$ cat src/rtl/de_mw_pipe_ctrl_pkg.sv
// Shared types for the DE->MW pipeline register: opcode encoding, datapath width
// and the memory-hold state machine encoding.
package de_mw_pipe_ctrl_pkg;

   localparam int XLEN = 32;

   typedef enum logic [6:0] {
      NOP_OP      = 7'b0000000,
      R_type      = 7'b0110011,
      I_type      = 7'b0010011,
      I_type_load = 7'b0000011,
      S_type      = 7'b0100011,
      B_type      = 7'b1100011,
      J_type      = 7'b1101111,
      U_type      = 7'b0110111
   } type_opcode_e;

   typedef enum logic {
      RUN      = 1'b0,
      MEM_WAIT = 1'b1
   } pipe_state_e;

   function automatic logic is_mem_op(input type_opcode_e op);
      return (op == I_type_load) || (op == S_type);
   endfunction

endpackage

$ cat src/rtl/de_mw_pipe_ctrl_mem_wait_timer.sv
// Counts cycles spent waiting on the data bus; flags the last permitted wait cycle.
module de_mw_pipe_ctrl_mem_wait_timer #(
   parameter int MEM_TIMEOUT = 16
) (
   input  logic clk,
   input  logic rst,
   input  logic en,
   input  logic clr,
   output logic expired
);

   localparam int CNT_W = (MEM_TIMEOUT > 1) ? $clog2(MEM_TIMEOUT) : 1;
   localparam logic [CNT_W-1:0] LAST = CNT_W'(MEM_TIMEOUT - 1);

   logic [CNT_W-1:0] r_cnt;

   // Saturates at LAST so a missed clear can never wrap back into a short wait.
   always_ff @(posedge clk) begin
      if (rst || clr) begin
         r_cnt <= '0;
      end else if (en && (r_cnt != LAST)) begin
         r_cnt <= r_cnt + 1'b1;
      end
   end

   assign expired = en && (r_cnt == LAST);

endmodule

$ cat src/rtl/de_mw_pipe_ctrl.sv
// DE->MW pipeline register with flush bubbles and a load/store hold on the data bus.
// Outputs rdMW/reg_wrMW/opcode_MW feed the forwarding unit.
module de_mw_pipe_ctrl
   import de_mw_pipe_ctrl_pkg::*;
#(
   parameter int XLEN        = de_mw_pipe_ctrl_pkg::XLEN,
   parameter int MEM_TIMEOUT = 16
) (
   input  logic              clk,
   input  logic              rst,
   input  logic [XLEN-1:0]   pcDE,
   input  logic [4:0]        rdDE,
   input  logic              reg_wrDE,
   input  type_opcode_e      opcode_DE,
   input  logic [XLEN-1:0]   alu_resDE,
   input  logic [XLEN-1:0]   wdataDE,
   input  logic              br_taken,
   input  logic              mem_ready,
   output logic [XLEN-1:0]   pcMW,
   output logic [4:0]        rdMW,
   output logic              reg_wrMW,
   output type_opcode_e      opcode_MW,
   output logic [XLEN-1:0]   alu_resMW,
   output logic [XLEN-1:0]   wdataMW,
   output logic              validMW,
   output logic              mem_req,
   output logic              stall,
   output logic              flush,
   output logic              bus_err
);

   pipe_state_e      r_state;
   pipe_state_e      w_state_nxt;
   logic [XLEN-1:0]  r_pc;
   logic [XLEN-1:0]  r_alu;
   logic [XLEN-1:0]  r_wdata;
   logic [4:0]       r_rd;
   logic             r_reg_wr;
   logic             r_valid;
   logic             r_new;
   logic             r_bus_err;
   type_opcode_e     r_op;

   logic             w_in_wait;
   logic             w_first;
   logic             w_expired;
   logic             w_timeout;
   logic             w_stall;
   logic             w_flush;
   logic             w_mem_req;

   assign w_in_wait = (r_state == MEM_WAIT);
   // r_new marks the first cycle a load/store sits in MW; an aborted access stays
   // held for one cycle afterwards and must not re-issue.
   assign w_first   = !w_in_wait && r_new && r_valid && is_mem_op(r_op);
   assign w_timeout = w_expired && !mem_ready;

   de_mw_pipe_ctrl_mem_wait_timer #(
      .MEM_TIMEOUT (MEM_TIMEOUT)
   ) u_timer (
      .clk     (clk),
      .rst     (rst),
      .en      (w_in_wait),
      .clr     (!w_in_wait || mem_ready || w_expired),
      .expired (w_expired)
   );

   always_ff @(posedge clk) begin
      if (rst) begin
         r_state <= RUN;
      end else begin
         r_state <= w_state_nxt;
      end
   end

   always_comb begin
      w_state_nxt = r_state;
      w_stall     = 1'b0;
      w_mem_req   = 1'b0;
      case (r_state)
         RUN: begin
            w_mem_req = w_first;
            w_stall   = w_first && !mem_ready;
            if (w_first && !mem_ready) begin
               w_state_nxt = MEM_WAIT;
            end
         end
         MEM_WAIT: begin
            w_mem_req = 1'b1;
            w_stall   = !mem_ready;
            if (mem_ready || w_expired) begin
               w_state_nxt = RUN;
            end
         end
         default: w_state_nxt = RUN;
      endcase
      w_flush = br_taken && !w_stall;
   end

   // br_taken qualifies the instruction currently in DE: on flush it enters MW as a bubble.
   always_ff @(posedge clk) begin
      if (rst) begin
         r_pc      <= '0;
         r_rd      <= '0;
         r_alu     <= '0;
         r_wdata   <= '0;
         r_reg_wr  <= 1'b0;
         r_valid   <= 1'b0;
         r_op      <= NOP_OP;
         r_new     <= 1'b0;
         r_bus_err <= 1'b0;
      end else begin
         r_bus_err <= w_timeout;
         if (!w_stall) begin
            r_pc    <= pcDE;
            r_rd    <= rdDE;
            r_alu   <= alu_resDE;
            r_wdata <= wdataDE;
            r_new   <= 1'b1;
            if (w_flush) begin
               r_valid  <= 1'b0;
               r_reg_wr <= 1'b0;
               r_op     <= NOP_OP;
            end else begin
               r_valid  <= 1'b1;
               r_reg_wr <= reg_wrDE;
               r_op     <= opcode_DE;
            end
         end else begin
            r_new <= 1'b0;
            if (w_timeout) begin
               r_reg_wr <= 1'b0;
            end
         end
      end
   end

   assign pcMW      = r_pc;
   assign rdMW      = r_rd;
   assign reg_wrMW  = r_reg_wr && r_valid && (r_rd != 5'd0);
   assign opcode_MW = r_op;
   assign alu_resMW = r_alu;
   assign wdataMW   = r_wdata;
   assign validMW   = r_valid;
   assign mem_req   = w_mem_req;
   assign stall     = w_stall;
   assign flush     = w_flush;
   assign bus_err   = r_bus_err;

endmodule

$ cat config.mk
export PLATFORM = sky130hd
export DESIGN_NAME = de_mw_pipe_ctrl
export DESIGN_NICKNAME = d
export VERILOG_FILES = /design/src/rtl/de_mw_pipe_ctrl_pkg.sv /design/src/rtl/de_mw_pipe_ctrl_mem_wait_timer.sv /design/src/rtl/de_mw_pipe_ctrl.sv
export SDC_FILE = /design/constraint.sdc
export NUM_CORES = 1
export LEC_CHECK = 0
export ABC_CLOCK_PERIOD_IN_PS = 4300
export CAP_MARGIN = 20
export CORE_AREA = 2 2 89 91
export CTS_CLUSTER_SIZE = 8
export DETAILED_ROUTE_END_ITERATION = 8
export DIE_AREA = 0 0 91 93
export DONT_BUFFER_PORTS = 1
export HOLD_SLACK_MARGIN = 0.1
export PLACE_DENSITY = 0.65
export SLEW_MARGIN = 10
export SYNTH_ARGS = -nofsm -noshare
export SYNTH_HDL_FRONTEND = slang
export SYNTH_HIERARCHICAL = 1
export SYNTH_SLANG_ARGS = --single-unit
$ cat constraint.sdc
create_clock -name clk -period 4.3 [get_ports clk]
set_input_delay 0.86 -clock clk [delete_from_list [all_inputs] [get_ports clk]]
set_output_delay 0.86 -clock clk [all_outputs]
set_load 0.01 [all_outputs]
==> flow_summary.json <==
{
  "relSlewSlack": 0.2216,
  "crit_buf_inv": 2,
  "power_frac_seq": 0.449,
  "overflow": 0,
  "crit_required_ns": 3.44,
  "via_count": 2646,
  "critPathMaxStageDelay_ns": 0.55,
  "p_total_mw": 2.696,
  "start_kind": "flip-flop",
  "min_path_cells": 1,
  "start_util": 0.5012,
  "ir_drop_uv": 284.0,
  "die_h_um": 93,
  "r2r-end": "pcMW[28]",
  "min_from": "rst",
  "min_period_ns": 3.258,
  "area_growth_pct": 17.18,
  "post_cts_resized": 0,
  "antenna_found_initial": 0,
  "cts_tree": "yes",
  "p_leak_nw": 1.725,
  "crit_chain": "or4b_1, o21a_1, buf_4, inv_1, a21boi_0",
  "synth.distinct_cells": 27,
  "end_kind": "output port",
  "h-tree-depth": 4,
  "gp_congestion": 0.7135,
  "multi_input_area_um2": 1297,
  "routedWlPerCell_um": 20.77,
  "sw_frac_of_total": 0.2124,
  "ios": 227,
  "track_usage": 0.2078,
  "synthesis.area_um2": 3772,
  "ant_nets": 0,
  "tns_ns": 0,
  "yosys_warnings": 6,
  "p_comb_frac": 0.027,
  "critPathKind": "flip-flop to output port",
  "crit_arrival_ns": 2.40,
  "clk_pin_slew_ns": 0.05,
  "seqCellArea_um2": 2342,
  "syn-num-nets": 442,
  "async_flop_share": 0,
  "syn_area_per_cell_um2": 11.50,
  "cts_buffer_depth": 2,
  "min_to": "pcMW[2]",
  "fin_skew_ns": 0.01609,
  "core_um2": 7527,
  "switching_power_uw": 572.7,
  "numPortBuffers": 0,
  "powerDensity_nw_per_um2": 609.9,
  "drt_iter0_drc": 77,
  "power.share.clock": 0.524,
  "reg2reg_depth": 8,
  "tightestPinTransition_ns": 1.161,
  "clk_latency_ns": 0.49,
  "die_x_um": 91,
  "cts_root_buf": "clkbuf_8",
  "status": "finished clean",
  "synth_cells": 328,
  "routed_via_density": 6.041,
  "diodes": 0,
  "clock_sinks": 117,
  "drcViolationCount": 0,
  "die-area_um2": 8463,
  "cts_buffers": 17,
  "cpLargestDelayFamily": "simple AND/OR/NAND/NOR gates",
  "r2r-start": "opcode_MW[2]",
  "fillers": 645,
  "nets": 437,
  "fin_crit_sh": 0.7577,
  "grt_start_max_net_pins": 90,
  "synth_edf_count": 0,
  "num_rows": 32,
  "cap_violations": 0,
  "setup_viol": 0,
  "grt_pass1_wl_um": 13700,
  "synth_flop_cell": "dfxtp_1",
  "wirelength_um": 9098,
  "cts_setup_buffers": 0,
  "rsz0062_at_grt": "false",
  "hold_path.class": "input pin to flip-flop",
  "slew_violations": 0,
  "ys_ff_latch": 117,
  "grt_pass1_vias": 2632,
  "crit_path_top_delay_cell": "or4b_1",
  "layout-drive-gt1-share": 0.1071,
  "yosysSeqAreaShare": 0.6209,
  "hpwl_um": 5968,
  "crit_fanout": 20,
  "fmaxAchievable_mhz": 306.9,
  "hold_viol": 0,
  "internal_power_mw": 2.123,
  "rrSetupSlack_ns": 1.48,
  "drt_first_pass_iters": 4,
  "postCtsHoldBufs": 0
}
==> metal layers <==
metal / routed length [µm] / vias to the layer above / track usage
met4: 86 / 0 / 0.06818
li1: - / 1233 / -
met2: 4486 / 155 / 0.3457
met3: 784 / 6 / 0.09106
met1: 3740 / 1252 / 0.2413
met5: 0 / - / 0
==> flip-flops by register name (all words and copies together) (netlist names) <==
signal         count
alu_resMW         32
pcMW              32
wdataMW           32
opcode_MW          7
rdMW               5
u_timer/r_cnt      4
bus_err            1
r_new              1
r_reg_wr           1
r_state            1
validMW            1
==> synth_stat cells, drive strengths merged, types with 2 or more instances <==
cell / count / area [µm²]
clkbuf: 15 / 56.30
buf: 13 / 68.81
dfxtp: 117 / 2342
or3: 2 / 12.51
o21ai: 17 / 85.08
nor3: 4 / 31.28
a22o: 91 / 797.0
nand3: 20 / 100.1
a21boi: 2 / 15.01
mux2i: 2 / 20.02
a21oi: 19 / 95.09
inv: 5 / 18.77
nor2: 6 / 22.52
nand2: 5 / 18.77
==> layout make-up <==
type	count	area share
multi-input cells	178	0.2935
repair buffers	4	0.006793
flip-flops and latches	117	0.5299
well taps	102	0.02887
clock inverters	13	0.04132
clock buffers	19	0.09539
inverters	5	0.004246
==> cell families (layout without fill, tap and decap cells) <==
kind of cell,count (synthesis),in the layout,share of synthesized area
AO/OA/AOI/OAI,134,134,0.2750
adder cells (fa/ha/maj),1,1,0.003316
buffers and inverters,33,41,0.03814
flip-flops,117,117,0.6209
multiplexers,2,2,0.005307
AND/OR/NAND/NOR,41,41,0.05738
==> cell usage in the layout, fill, tap and decap left out, types with 2 or more instances in the layout <==
master     instances
a21boi_0           2
a21oi_1           18
a22o_1            91
buf_4              4
bufinv_16          4
clkbuf_1           2
clkbuf_16         16
clkinv_2           4
clkinv_4           4
dfxtp_1          117
inv_1              5
mux2i_1            2
nand2_1            5
nand3_1           20
nor2_1             6
nor3_1             3
o21ai_0           17
or3_1              2
==> through the flow <==
step / setup slack (ns) / hold slack, ns / instance area [µm²] / instances / util
after floorplan: 1.909 / 0.4554 / 3772 / 328 / -
after global placement: 1.587 / 0.4712 / 3816 / 406 / 0.5070
after detailed placement: 1.536 / 0.4866 / 3816 / 406 / 0.5070
after CTS: 1.024 / 0.4083 / 4420 / 438 / 0.5873
after global routing: 0.9292 / 0.4071 / 4420 / 438 / 0.5873
final: 1.042 / 0.4401 / 4420 / 438 / 0.5873
==> worst reg2reg max path: cells and delay by family, from the launching register on <==
family,cells,cell delay (ns)
AOI/OAI and AO/OA,3,0.69
buffers and inverters,4,1.12
DFF,1,0.35
and+or+nand+nor,1,0.55
==> worst max path at each step <==
stage          cells after the start  slack [ns]          end         start
6_report                           5        1.04        flush  opcode_MW[2]
2_1_floorplan                      5        1.91        stall  opcode_MW[2]
5_1_grt                            5        0.93        flush  opcode_MW[2]
3_3_place_gp                       5        1.59        flush  opcode_MW[3]
4_1_cts                            5        1.02        flush  opcode_MW[3]
3_5_place_dp                       8        1.54  wdataMW[28]  opcode_MW[3]
==> power groups by stage <==
stage / sequential, mW / combinational [mW] / clock, mW
6_report: 1.21 / 0.0737 / 1.41
3_3_place_gp: 1.23 / 0.0704 / 0
4_1_cts: 1.21 / 0.0741 / 1.44
3_5_place_dp: 1.23 / 0.0743 / 0
2_1_floorplan: 1.22 / 0.0682 / 0
5_1_grt: 1.22 / 0.0827 / 1.50
Note: power is estimated with default switching activity, not from simulation.
